`config.mk`:
```
export PLATFORM = sky130hd
export DESIGN_NAME = memshare_sched_ctrl
export DESIGN_NICKNAME = d
export VERILOG_FILES = /design/src/rtl/memshare_sched_ctrl.sv
export SDC_FILE = /design/constraint.sdc
export NUM_CORES = 1
export LEC_CHECK = 0
export BUFFER_PORTS_ARGS = -buffer_cell sky130_fd_sc_hd__buf_2
export CAP_MARGIN = 15
export CORE_MARGIN = 4
export CORE_UTILIZATION = 30
export DETAILED_ROUTE_END_ITERATION = 8
export GPL_TIMING_DRIVEN = 1
export HOLD_SLACK_MARGIN = 0.15
export PLACE_DENSITY_LB_ADDON = 0.3
export REMOVE_ABC_BUFFERS = 1
export SLEW_MARGIN = 20
export SYNTH_ARGS = -nofsm -noshare
export SYNTH_HDL_FRONTEND = slang
export SYNTH_SLANG_ARGS = --single-unit
```
`constraint.sdc`:
```
create_clock -name sys_clk -period 5 [get_ports sys_clk]
set_clock_uncertainty 0.1 [all_clocks]
set_input_delay 0.75 -clock sys_clk [delete_from_list [all_inputs] [get_ports sys_clk]]
set_output_delay 0.75 -clock sys_clk [all_outputs]
set_load 0.1 [all_outputs]
```
`src/rtl/memshare_sched_ctrl.sv`:
```
// Round-robin/aging scheduler sharing SHARE_NUM memory ports among REQ_NUM requesters per pipeline cycle.
// Optional statistics counters are enabled by defining MEMSHARE_SCHED_STATS_EN.
//   state | meaning
//   IDLE  | scheduler off, grants and flags cleared
//   ARB   | first clock of a pipeline cycle, arbitrate and register grants
//   HOLD  | remaining PIPE_CYCLE_LEN-1 clocks, grants held
`timescale 1ns/1ps
module memshare_sched_ctrl #(
    parameter int REQ_NUM        = 4,
    parameter int SHARE_NUM      = 2,
    parameter int PIPE_CYCLE_LEN = 4,
    parameter int AGE_MAX        = 3,
    localparam int PORT_W        = (SHARE_NUM > 1) ? $clog2(SHARE_NUM) : 1
) (
    input  logic                      sys_clk,
    input  logic                      rst,
    input  logic                      sched_en,
    input  logic [REQ_NUM-1:0]        rqst_vec,
    output logic [REQ_NUM-1:0]        grant_vec,
    output logic [REQ_NUM*PORT_W-1:0] grant_port,
    output logic                      pipeCycle_begin_o,
    output logic                      rule1_hit,
    output logic                      rule2_hit,
    output logic                      rule3_hit,
`ifdef MEMSHARE_SCHED_STATS_EN
    output logic [15:0]               stat_pcycle_cnt,
    output logic [15:0]               stat_rule1_cnt,
    output logic [15:0]               stat_starve_cnt,
`endif
    output logic                      busy
);

    localparam int IDX_W = $clog2(REQ_NUM);
    localparam int CNT_W = $clog2(SHARE_NUM + 1);
    localparam int AGE_W = (AGE_MAX > 1) ? $clog2(AGE_MAX + 1) : 1;
    localparam int PH_W  = $clog2(PIPE_CYCLE_LEN);
    localparam int POP_W = $clog2(REQ_NUM + 1);

    typedef enum logic [1:0] {ST_IDLE, ST_ARB, ST_HOLD} state_t;

    state_t                         state_q, state_d;
    logic [PH_W-1:0]                phase_q, phase_d;
    logic [IDX_W-1:0]               rr_q, rr_d;
    logic [REQ_NUM-1:0][AGE_W-1:0]  age_q, age_d;
    logic [REQ_NUM-1:0]             grant_q, grant_d;
    logic [REQ_NUM-1:0][PORT_W-1:0] port_q, port_d;
    logic                           r1_q, r1_d, r2_q, r2_d, r3_q, r3_d;

    logic [REQ_NUM-1:0]             urgent;
    logic [REQ_NUM-1:0]             arb_grant;
    logic [REQ_NUM-1:0][PORT_W-1:0] arb_port;
    logic [CNT_W-1:0]               arb_cnt;
    logic [IDX_W-1:0]               arb_last;
    logic [IDX_W-1:0]               rr_next;
    logic [POP_W-1:0]               req_pop;
    logic [IDX_W:0]                 scan_sum;
    logic [IDX_W-1:0]               scan_idx;
    logic                           arb_r1, arb_r2, arb_r3;

    // Two scans from rr_q: urgent requesters first, then the rest, until SHARE_NUM slots are used
    always_comb begin
        urgent    = '0;
        arb_grant = '0;
        arb_port  = '0;
        arb_cnt   = '0;
        arb_last  = rr_q;
        req_pop   = '0;
        scan_sum  = '0;
        scan_idx  = '0;
        for (int i = 0; i < REQ_NUM; i++) begin
            urgent[i] = rqst_vec[i] && (age_q[i] == AGE_W'(AGE_MAX));
            req_pop   = req_pop + POP_W'(rqst_vec[i]);
        end
        for (int pass = 0; pass < 2; pass++) begin
            for (int k = 0; k < REQ_NUM; k++) begin
                scan_sum = {1'b0, rr_q} + (IDX_W+1)'(k);
                if (scan_sum >= (IDX_W+1)'(REQ_NUM)) begin
                    scan_sum = scan_sum - (IDX_W+1)'(REQ_NUM);
                end
                scan_idx = scan_sum[IDX_W-1:0];
                if (rqst_vec[scan_idx] && (urgent[scan_idx] == (pass == 0)) &&
                    (arb_cnt < CNT_W'(SHARE_NUM))) begin
                    arb_grant[scan_idx] = 1'b1;
                    arb_port[scan_idx]  = PORT_W'(arb_cnt);
                    arb_cnt             = arb_cnt + CNT_W'(1);
                    arb_last            = scan_idx;
                end
            end
        end
        rr_next = (arb_last == IDX_W'(REQ_NUM - 1)) ? '0 : arb_last + IDX_W'(1);
        arb_r1  = req_pop > POP_W'(SHARE_NUM);
        arb_r2  = |urgent;
        arb_r3  = (rqst_vec == '0);
    end

    always_comb begin
        state_d = state_q;
        phase_d = phase_q;
        rr_d    = rr_q;
        age_d   = age_q;
        grant_d = grant_q;
        port_d  = port_q;
        r1_d    = r1_q;
        r2_d    = r2_q;
        r3_d    = r3_q;
        case (state_q)
            ST_IDLE: begin
                if (sched_en) state_d = ST_ARB;
            end
            ST_ARB: begin
                state_d = ST_HOLD;
                phase_d = PH_W'(1);
                grant_d = arb_grant;
                port_d  = arb_port;
                r1_d    = arb_r1;
                r2_d    = arb_r2;
                r3_d    = arb_r3;
                if (arb_cnt != '0) rr_d = rr_next;
                for (int i = 0; i < REQ_NUM; i++) begin
                    if (arb_grant[i] || !rqst_vec[i]) begin
                        age_d[i] = '0;
                    end else if (age_q[i] != AGE_W'(AGE_MAX)) begin
                        age_d[i] = age_q[i] + AGE_W'(1);
                    end
                end
            end
            ST_HOLD: begin
                if (phase_q == PH_W'(PIPE_CYCLE_LEN - 1)) begin
                    phase_d = '0;
                    if (sched_en) begin
                        state_d = ST_ARB;
                    end else begin
                        state_d = ST_IDLE;
                        grant_d = '0;
                        port_d  = '0;
                        r1_d    = 1'b0;
                        r2_d    = 1'b0;
                        r3_d    = 1'b0;
                    end
                end else begin
                    phase_d = phase_q + PH_W'(1);
                end
            end
            default: state_d = ST_IDLE;
        endcase
    end

    always_ff @(posedge sys_clk) begin
        if (rst) begin
            state_q <= ST_IDLE;
            phase_q <= '0;
            rr_q    <= '0;
            age_q   <= '0;
            grant_q <= '0;
            port_q  <= '0;
            r1_q    <= 1'b0;
            r2_q    <= 1'b0;
            r3_q    <= 1'b0;
        end else begin
            state_q <= state_d;
            phase_q <= phase_d;
            rr_q    <= rr_d;
            age_q   <= age_d;
            grant_q <= grant_d;
            port_q  <= port_d;
            r1_q    <= r1_d;
            r2_q    <= r2_d;
            r3_q    <= r3_d;
        end
    end

    assign grant_vec         = grant_q;
    assign grant_port        = port_q;
    assign rule1_hit         = r1_q;
    assign rule2_hit         = r2_q;
    assign rule3_hit         = r3_q;
    assign pipeCycle_begin_o = (state_q == ST_ARB);
    assign busy              = (state_q != ST_IDLE);

`ifdef MEMSHARE_SCHED_STATS_EN
    logic [15:0] pcyc_q, rule1_q, starve_q;

    always_ff @(posedge sys_clk) begin
        if (rst) begin
            pcyc_q   <= '0;
            rule1_q  <= '0;
            starve_q <= '0;
        end else if (state_q == ST_ARB) begin
            if (pcyc_q != 16'hFFFF)               pcyc_q   <= pcyc_q + 16'd1;
            if (arb_r1 && rule1_q != 16'hFFFF)    rule1_q  <= rule1_q + 16'd1;
            if (arb_r2 && starve_q != 16'hFFFF)   starve_q <= starve_q + 16'd1;
        end
    end

    assign stat_pcycle_cnt = pcyc_q;
    assign stat_rule1_cnt  = rule1_q;
    assign stat_starve_cnt = starve_q;
`endif

endmodule
```
* Word level (Yosys, flattened, before mapping)
Cells that the tools add are included.
Storage, ports and cells: register bits after elaboration 25, logic and storage cells 222
Cells by class: $add $sub $neg 23, magnitude comparators 20, equal/unequal tests 15, muxes and demuxes 89, bitwise gates (word level) 12, reduce and logical (&&, ||, !) cells 48
Operators with widths (number):
- $mux W4 | 17
- $mux W2 | 31
- $or A4 B4 Y4 | 7
- $add A2 B1 Y2 const B | 13
- $bwmux W4 | 6
- $logic_and A1 B1 Y1 | 23
- $bmux W1 S2 | 8
- $mux W1 | 16
- $pmux W4 S2 | 2
- $eq A2 B2 Y1 const B | 7
- $lt A2 B2 Y1 const B | 7
- $ne A2 B2 Y1 const B | 7
- $reduce_bool A2 Y1 | 7
- $lt A2 B3 Y1 const B | 4
- $reduce_and A2 Y1 | 6
- $ge A3 B3 Y1 const B | 3
- $demux W1 S2 | 4
- $ge A2 B1 Y1 const B | 4
- $sub A2 B1 Y2 const B | 4
- $add A2 B2 Y3 const B | 2
- $pmux W1 S2 | 3
- $pmux W2 S3 | 1
- $and A4 B4 Y4 | 1
- $logic_not A1 Y1 | 4
- other kinds (14) | 20

* Logic depth before layout (Yosys ltp)
Gate-level depths: netlist of the first run.
word-level depth 30, depth in mapped cells 18, gate-level depth less buffers 14

* Least setup slack after synthesis of the first run
OpenSTA, ideal clock, no wires.
kind register to register, start point register rr_q[0], end point register age_q[2] (netlist name), library setup time 0.070 ns, arrival time 3.850 ns, path slack 0.980 ns, stages on the path, launching flop included 17, period minus slack after synthesis 4.020 ns, cell sequence dfxtp_1 inv_2 ha_1 buf_2 inv_2 mux4_2 inv_2 ha_1 buf_1 inv_1 a211oi_1 nor4_1 buf_2 a221o_1 a2111oi_2 o21ai_1 a21oi_1
On the way: word-level cells in the longest chain between the ends 30, elaborated cells between the ends (all ways) 109
Ends and longest elaborated chain:
- start, declared | line 43 | logic [IDX_W-1:0] rr_q, rr_d;
- start signal, assigned | line 162 | rr_q <= rr_d;
- $ge A2 B3 Y1 / $sub A2 B1 Y2 (equally long branches) | line 77, 78
- $mux W2 | line 77 | if (scan_sum >= (IDX_W+1)'(REQ_NUM)) begin
- $bmux W1 S2 | line 81 | if (rqst_vec[scan_idx] && (urgent[scan_idx] == (pass == 0)) &&
- $mux W1 (not written as such) | line 81
- $logic_and A1 B1 Y1 | line 81
- $mux W1 | line 81
- $lt A2 B2 Y1 | line 82 | (arb_cnt < CNT_W'(SHARE_NUM))) begin
- $logic_and A1 B1 Y1 | line 81
- [14 not listed]
- $logic_and A1 B1 Y1 | line 81
- $mux W2 | line 81
- $lt A2 B2 Y1 | line 82
- $logic_and A1 B1 Y1 | line 81
- $mux W4 (*) | line 81
- $logic_or A1 B1 Y1 (*) | line 120 | if (arb_grant[i] || !rqst_vec[i]) begin
- $reduce_bool A2 Y1 (no line)
- $reduce_and A2 Y1 (no line)
- end signal, assigned | line 163 | age_q <= age_d;
- end, declared | line 44 | logic [REQ_NUM-1:0][AGE_W-1:0] age_q, age_d;
Every way passes the cells marked *; elsewhere a longest branch is shown, timed or not. The select of a mux whose other input is x is not followed. A chain may end at the register's enable or synchronous reset.

* Worst setup path after layout of the first run
start point register rr_q[0], end point register age_q[1] (netlist name)
The elaborated chain is that of the path after synthesis.

==> results of run 1 <==
==> layer usage <==
metal / vias to the layer above / GRT usage (%) / routed length, µm
met5: - / 0 / 0
li1: 1332 / - / -
met2: 109 / 25.1 / 3790
met4: 0 / 3.28 / 138
met1: 1311 / 19.5 / 3630
met3: 16 / 1.66 / 411
==> cells by family after synthesis <==
family / synth area share (%)
DFF: 17.9
muxes: 11.8
adders and majority gates: 10.1
buffers and inverters: 6.70
AOI/OAI and AO/OA: 29.4
and+or+nand+nor: 23.1
xor gates and xnor gates: 0.938
==> critical path: cells and delay by family (launching register included) <==
family | cells | cell delay (ps)
adders and majority gates | 2 | 920
buffers and inverters | 3 | 420
muxes | 1 | 600
and+or+nand+nor | 2 | 460
DFF | 1 | 350
AOI/OAI and AO/OA | 5 | 1340
==> registers in the layout (all words and copies together), names as in the netlist <==
signal	cells
age_q	8
rule2_hit	1
rule3_hit	1
state_q	2
rule1_hit	1
phase_q	2
rr_q	2
grant_vec	4
grant_port	4
==> layout make-up <==
class	count	share of cell area, %
Multi-Input combinational cell	277	69.5
Clock inverter	1	0.165
Clock buffer	3	1.36
Tap cell	108	4.45
Timing Repair Buffer	25	4.61
Inverter	25	3.42
Sequential cell	25	16.5
==> final timing paths <==
| kind | end | startpoint | slack [ps] | cells after the start |
|---|---|---|---|---|
| setup / recovery | age_q[1] | rr_q[0] | 740 | 13 |
| setup reg to reg | age_q[1] | rr_q[0] | 740 | 13 |
| hold / removal | grant_vec[3] | grant_vec[3] | 350 | 2 |
| hold reg to reg | grant_vec[3] | grant_vec[3] | 350 | 2 |
==> per-stage QoR <==
stage | setup slack, ps | utilization, %
2_1_floorplan | 535 | -
3_3_place_gp | 766 | 33.7
3_5_place_dp | 821 | 33.7
4_1_cts | 789 | 34.2
5_1_grt | 511 | 34.2
6_report | 745 | 34.2
==> cell usage after synthesis, types with 3 or more instances <==
master and instances:
nand2_1 40, dfxtp_1 25, nor2_1 24, ha_1 21, inv_1 20, a21oi_1 18, nand3_1 15, nor3_1 11
o21ai_0 10, a31oi_1 9, clkbuf_1 9, buf_2 7, mux4_2 7, a211oi_1 6, a22oi_1 6, nor2b_1 6
o211ai_1 6, mux2i_1 5, nand2b_1 5, a32o_1 4, and2_1 4, mux2_2 4, a221oi_1 3, and2_4 3
and3_1 3, and4_1 3, inv_2 3, mux4_1 3, nand4b_1 3, nor4_1 3, o2111ai_1 3, o21a_1 3
o21ai_2 3, o22ai_1 3, xnor2_1 3
==> where the power goes <==
part           leakage (µW)  switching (µW)  internal (µW)  total (µW)
Combinational      0.000955             417            213         630
Sequential         0.000203            12.5            218         230
Clock             0.0000255            64.3           55.8         120
Total               0.00118             494            486         980
==> qor.yml, run 1 <==
drive_gt1_share_pct: 17.7
port_buffers: 19
antenna_found_initial: 0
track_usage_pct: 14.5
startpoint_type: "register"
rows: 34
cp-end-kind: "register"
post_drt_wl_per_cell_um: 17.2
routed_wl_um: 7970
io_pins: 20
design_area_um2: 3040
p_per_area_nw_per_um2: 323
overflow: 0
whs_ps: 353
grt_pass1_vias: 2639
fin_crit_ps: 4260
clkLatencyLatePin_ps: 270
worstPathMaxFanout: 10
final_cell_mix: "nand2_1 (40), dfxtp_1 (25), nor2_1 (24)"
maxCapViolations: 0
core_um2: 8890
drt_iter0_drc: 278
synth.distinct_cells: 71
vias: 2768
slew_viol_final: 0
final_common_cell: "nand2_1"
seq_area_um2: 500
antenna_left: 0
synth_ff_type: "dfxtp_1"
post_cts_resized: 0
cts-root-buf: "clkbuf_8"
place_congestion: 0.918
worst_path_max_delay_cell: "mux4_2"
rsz0062_at_grt: "false"
grt_max_degree: 27
dr.pass1.iters: 5
synth_cells: 345
synth_top_area_share_pct: 17.9
finalSetupViolCount: 0
cpPeakStageDelay_ps: 600
diodes: 0
postCtsSetupRepairBufs: 0
status: "complete, no violations"
die_area_um2: 10900
leakagePower_uw: 0.00118
yosysSeqAreaShare_pct: 17.9
cp.required_ps: 5100
tns_ps: 0
synth.area.top_cells: "dfxtp_1 (18%), ha_1 (9.4%), mux4_2 (5.6%)"
power_uw: 980
drc: 0
max_slew_margin_pct: 44.3
synth_edf_count: 0
multi_input_area_um2: 2110
fillCellCount: 927
cts_buffers: 3
worst_slew_pin_slew_ps: 832
finalHoldViolations: 0
path_clk_slew_ps: 90
final_cells: 464
grt_pass1_wl_um: 13400
cts_tree: "yes"
h-tree-depth: 1
avgSynthCellArea_um2: 8.12
placed_cells: 460
dp_hpwl_um: 6170
synth-seq-cells: 25
async_reset_ff_share_pct: 0
routed_via_density: 5.97
place_area_um2: 2990
numClockSinks: 25
initial_utilization_pct: 31.5
irDropWorstVdd_v: 0.000155
die_w_um: 105
min_period_over_period_pct: 85.1
fmax_mhz: 235
crit_chain: "inv_2 -> ha_1 -> inv_2 -> mux4_2 -> ha_1 -> inv_1 -> a211oi_1 -> o31ai_1 -> a222oi_1 -> a21boi_0 -> and4_1 -> nand4b_1 -> a31oi_1"
die_height_um: 105
ctsHoldBuffers: 0
critPathKind: "register to register"
syn_area_um2: 2800
clockBufferDepth: 2
area_growth_pct: 8.49
yosysWarnings: 0
worstPathArrival_ps: 4350
fin_nets: 386
hp-class: "register to register"
synth_area_leader_cell: "dfxtp_1"
No activity file was read; power rests on OpenSTA's default activity.
==> run 2, diff against run 1 <==
--- a/config.mk
+++ b/config.mk
@@ -10,7 +10,9 @@
 export CORE_MARGIN = 4
 export CORE_UTILIZATION = 30
+export CTS_BUF_LIST = sky130_fd_sc_hd__clkbuf_2
 export DETAILED_ROUTE_END_ITERATION = 8
 export GPL_TIMING_DRIVEN = 1
 export HOLD_SLACK_MARGIN = 0.15
+export MAX_ROUTING_LAYER = met4
 export PLACE_DENSITY_LB_ADDON = 0.3
 export REMOVE_ABC_BUFFERS = 1
==> constraint.sdc (replaced) <==
create_clock -name sys_clk -period 5 [get_ports sys_clk]
set_clock_uncertainty 0.1 [all_clocks]
set_input_delay 0.5 -clock sys_clk [delete_from_list [all_inputs] [get_ports sys_clk]]
set_output_delay 0.5 -clock sys_clk [all_outputs]
set_load 0.1 [all_outputs]
==> qor.yml, run 2 (same netlist as run 1, synthesis figures left out) <==
status: "complete, no violations"
min_period_over_period_pct: 85.5
grt_max_degree: 27
cp.required_ps: 5170
sw_frac_of_total_pct: 52.0
die_area_um2: 10900
clockBufferDepth: 2
antenna_left: 0
p_switching_uw: 487
largest-register: "age_q"
postCtsSetupRepairBufs: 0
worst_slew_pin_slew_ps: 771
clkLatencyLatePin_ps: 330
vias: 2817
core_um2: 8890
fmax_mhz: 234
cts_tree: "yes"
drt_iter0_drc: 310
overflow: 0
largest_reg_flops: 8
startpoint_type: "register"
initial_utilization_pct: 31.5
antenna_found_initial: 0
h-tree-depth: 1
combPwrFrac_pct: 67.3
fin_crit_ps: 4280
drc: 0
io_pins: 20
finalSetupViolCount: 0
maxCapViolations: 0
diodes: 0
die_w_um: 105
cts-root-buf: "clkbuf_2"
area_growth_pct: 7.55
startpoint: "rr_q[0]"
port_buffers: 19
p_per_area_nw_per_um2: 311
dp_hpwl_um: 6370
worst_path_max_delay_cell: "mux4_2"
clkPwrFrac_pct: 8.1
post_cts_resized: 0
path_clk_slew_ps: 230
crit_chain: "inv_2 -> ha_1 -> inv_2 -> mux4_2 -> ha_1 -> inv_1 -> a211oi_1 -> o31ai_1 -> a222oi_1 -> a21boi_0 -> and4_1 -> nand4b_1 -> a31oi_1"
critPathKind: "register to register"
grt_pass1_wl_um: 13700
cpPeakStageDelay_ps: 580
whs_ps: 364
place_congestion: 0.951
critPathTopFamily: "compound AO/OA/AOI/OAI gates"
cts_buffers: 3
dr.pass1.iters: 6
fin_nets: 386
drive_gt1_share_pct: 17.7
seqPwrFrac_pct: 24.7
tns_ps: 0
final_cell_mix: "nand2_1 (40), dfxtp_1 (25), nor2_1 (24)"
r2r_cells: 13
post_drt_wl_per_cell_um: 17.8
ff2ff_setup_slack_ps: 720
routed_via_density: 6.07
numClockSinks: 25
worst-path-stages: 13
rsz0062_at_grt: "false"
grt_pass1_vias: 2726
reg2reg_from: "rr_q[0]"
die_height_um: 105
routed_wl_um: 8260
critPathBufInv: 3
crit_path_end: "age_q[1]"
worstPathArrival_ps: 4440
final_common_cell: "nand2_1"
max_slew_margin_pct: 48.4
irDropWorstVdd_v: 0.000132
rows: 34
track_usage_pct: 15.3
finalHoldViolations: 0
leakagePower_uw: 0.00117
cp-end-kind: "register"
worstPathMaxFanout: 10
r2r-end: "age_q[1]"
slew_viol_final: 0
p_int_uw: 449
ctsHoldBuffers: 0
hp-class: "register to register"
==> run 2: cell count changes in the layout (fill, tap and decap cells not counted) <==
cell | before | now
clkbuf_8 | 3 | 0
clkbuf_2 | 0 | 3
==> run 2: routing by layer <==
layer  wire length, µm  up-vias  global-route usage [%]
li1                  -     1326                       -
met1              3640     1333                    20.2
met2              3970      143                    25.6
met3               520       15                    1.11
met4               130        0                    3.66
met5                 0        -                       -
==> run 2: per-stage QoR <==
stage          power, µW  std cells  setup slack, ps  cell area [µm²]  utilization (%)
6_report             937        464              724             3010             33.9
5_1_grt             1000        464              491             3010             33.9
4_1_cts              935        464              825             3010             33.9
3_5_place_dp         855        460              890             2990             33.7
3_3_place_gp         854        460              920             2990             33.7
2_1_floorplan        708        327              535             2720                -
==> run 2: how the worst min path moves through the flow <==
stage / start / endpoint / slack [ps] / cells after the start
after global routing: grant_vec[3] / grant_vec[3] / 390 / 2
after global placement: grant_vec[3] / grant_vec[3] / 340 / 2
after floorplan: phase_q[1] / phase_q[1] / 340 / 2
after CTS: grant_vec[3] / grant_vec[3] / 370 / 2
after detailed placement: grant_vec[3] / grant_vec[3] / 340 / 2
final: grant_vec[3] / grant_vec[3] / 360 / 2
==> run 2: power groups by stage <==
stage,clock (µW),sequential [µW],combinational [µW]
after global routing,87.9,235,682
final,75.8,231,630
after floorplan,0,308,400
after CTS,80.9,231,622
after detailed placement,0,235,619
after global placement,0,235,619
==> run 2: area by class of cell <==
type                    count  area, µm²
clock buffers               3       15.0
clock inverters             1       5.00
fillers                   942       5880
inverters                  25        104
multi-input cells         277       2110
flip-flops and latches     25        500
well taps                 108        135
repair buffers             25        140
==> run 2: worst min-delay path: cells and delay by family (launching register included) <==
kind	cells	cell delay (ps)
AOI/OAI and AO/OA	1	50
and+or+nand+nor	1	50
DFF	1	360
==> run 3, diff against run 2 <==
- PLACE_DENSITY_LB_ADDON: 0.3 -> unset
==> qor.yml, run 3 (same netlist as run 1, synthesis figures left out) <==
p_per_area_nw_per_um2: 313
rsz0062_at_grt: "false"
initial_utilization_pct: 31.5
reg2reg_from: "age_q[0]"
finalSetupViolCount: 0
die_height_um: 105
irDropWorstVdd_v: 0.000164
track_usage_pct: 15.0
vias: 2775
worst_slew_pin_slew_ps: 824
final_cells: 464
worstPathMaxFanout: 10
postCtsSetupRepairBufs: 0
place_congestion: 0.933
cpPeakStageDelay_ps: 570
fillCellCount: 930
worstHoldStart: "grant_vec[3]"
worstPathArrival_ps: 4530
crit_chain: "ha_1 -> nand2_1 -> mux4_2 -> inv_2 -> ha_1 -> inv_1 -> o21ai_0 -> a31oi_1 -> o21ai_2 -> and2_1 -> o31a_2 -> a21boi_0 -> o41ai_2"
die_area_um2: 10900
fin_crit_ps: 4340
hp-class: "register to register"
startpoint_type: "register"
cts_buffers: 3
placed_cells: 460
tns_ps: 0
crit_path_frequent_cell: "ha_1"
maxCapViolations: 0
largest_reg_flops: 8
final_cell_mix: "nand2_1 (40), dfxtp_1 (25), nor2_1 (24)"
io_pins: 20
final_core_util_pct: 33.9
diodes: 0
critPathKind: "register to register"
dr.pass1.iters: 6
grt_pass1_wl_um: 13500
port_buffers: 19
critPathBufInv: 2
finalHoldViolations: 0
place_area_um2: 2990
grt_max_degree: 27
core_um2: 8890
rows: 34
post_cts_resized: 0
cp.required_ps: 5180
cts-root-buf: "clkbuf_2"
final_common_cell: "nand2_1"
antenna_left: 0
drt_iter0_drc: 302
ctsHoldBuffers: 0
slew_viol_final: 0
overflow: 0
post_drt_wl_per_cell_um: 17.3
cp-end-kind: "register"
antenna_found_initial: 0
leakagePower_uw: 0.00117
largest-register: "age_q"
clkLatencyLatePin_ps: 360
drive_gt1_share_pct: 17.7
dp_hpwl_um: 6180
power_uw: 945
grt_pass1_vias: 2645
cts_tree: "yes"
die_w_um: 105
min_period_over_period_pct: 86.9
max_slew_margin_pct: 44.8
area_growth_pct: 7.64
critPathTopFamily: "compound AO/OA/AOI/OAI gates"
drc: 0
startpoint: "age_q[0]"
worst_path_max_delay_cell: "mux4_2"
fin_nets: 386
numClockSinks: 25
status: "complete, no violations"
clockBufferDepth: 2
fmax_mhz: 230
routed_via_density: 5.98
design_area_um2: 3020
path_clk_slew_ps: 250
routed_wl_um: 8040
h-tree-depth: 1
## run 3: cell types whose count changed in the layout (fill, tap and decap cells not counted)
cell and delta:
clkinv_2 -1, clkinvlp_4 +1
## run 3: path summary, 6_finish.rpt
path | cells after the start | slack, ps | to
hold / removal | 2 | 370 | grant_vec[3]
setup reg to reg | 13 | 660 | rr_q[1]
setup / recovery | 13 | 660 | rr_q[1]
hold reg to reg | 2 | 370 | grant_vec[3]
## run 3: worst register-to-register path, cell delays in order, from the launching register on
cell	delay, ps
dfxtp_1	430
ha_1	350
nand2_1	190
mux4_2	570
inv_2	180
ha_1	430
inv_1	230
o21ai_0	290
a31oi_1	90
o21ai_2	340
and2_1	480
o31a_2	200
a21boi_0	100
o41ai_2	270
## run 3: layer usage
layer	global-route usage [%]	share of wire (%)	vias to the layer above
met2	25.1	48	90
met4	2.72	1.3	0
met1	20.1	47	1341
li1	-	-	1330
met5	-	0	-
met3	1.17	3.7	14
## run 3: layout make-up
class / instances / area (µm²) / area share [%]
Multi-Input combinational cell: 277 / 2110 / 70.1
Sequential cell: 25 / 500 / 16.6
Timing Repair Buffer: 25 / 140 / 4.65
Tap cell: 108 / 135 / 4.48
Inverter: 25 / 104 / 3.44
Clock buffer: 3 / 15.0 / 0.498
Clock inverter: 1 / 7.51 / 0.249
## run 3: power breakdown
part | switching [µW] | internal, µW
clock network | 63.5 | 18.6
registers | 13.0 | 218
logic | 418 | 214
total | 494 | 450
## run 3: stage by stage
step	setup WS, ps	hold WS, ps
floorplan	535	343
global placement	879	341
detailed placement	786	344
CTS	697	372
global route	379	403
finish	657	369
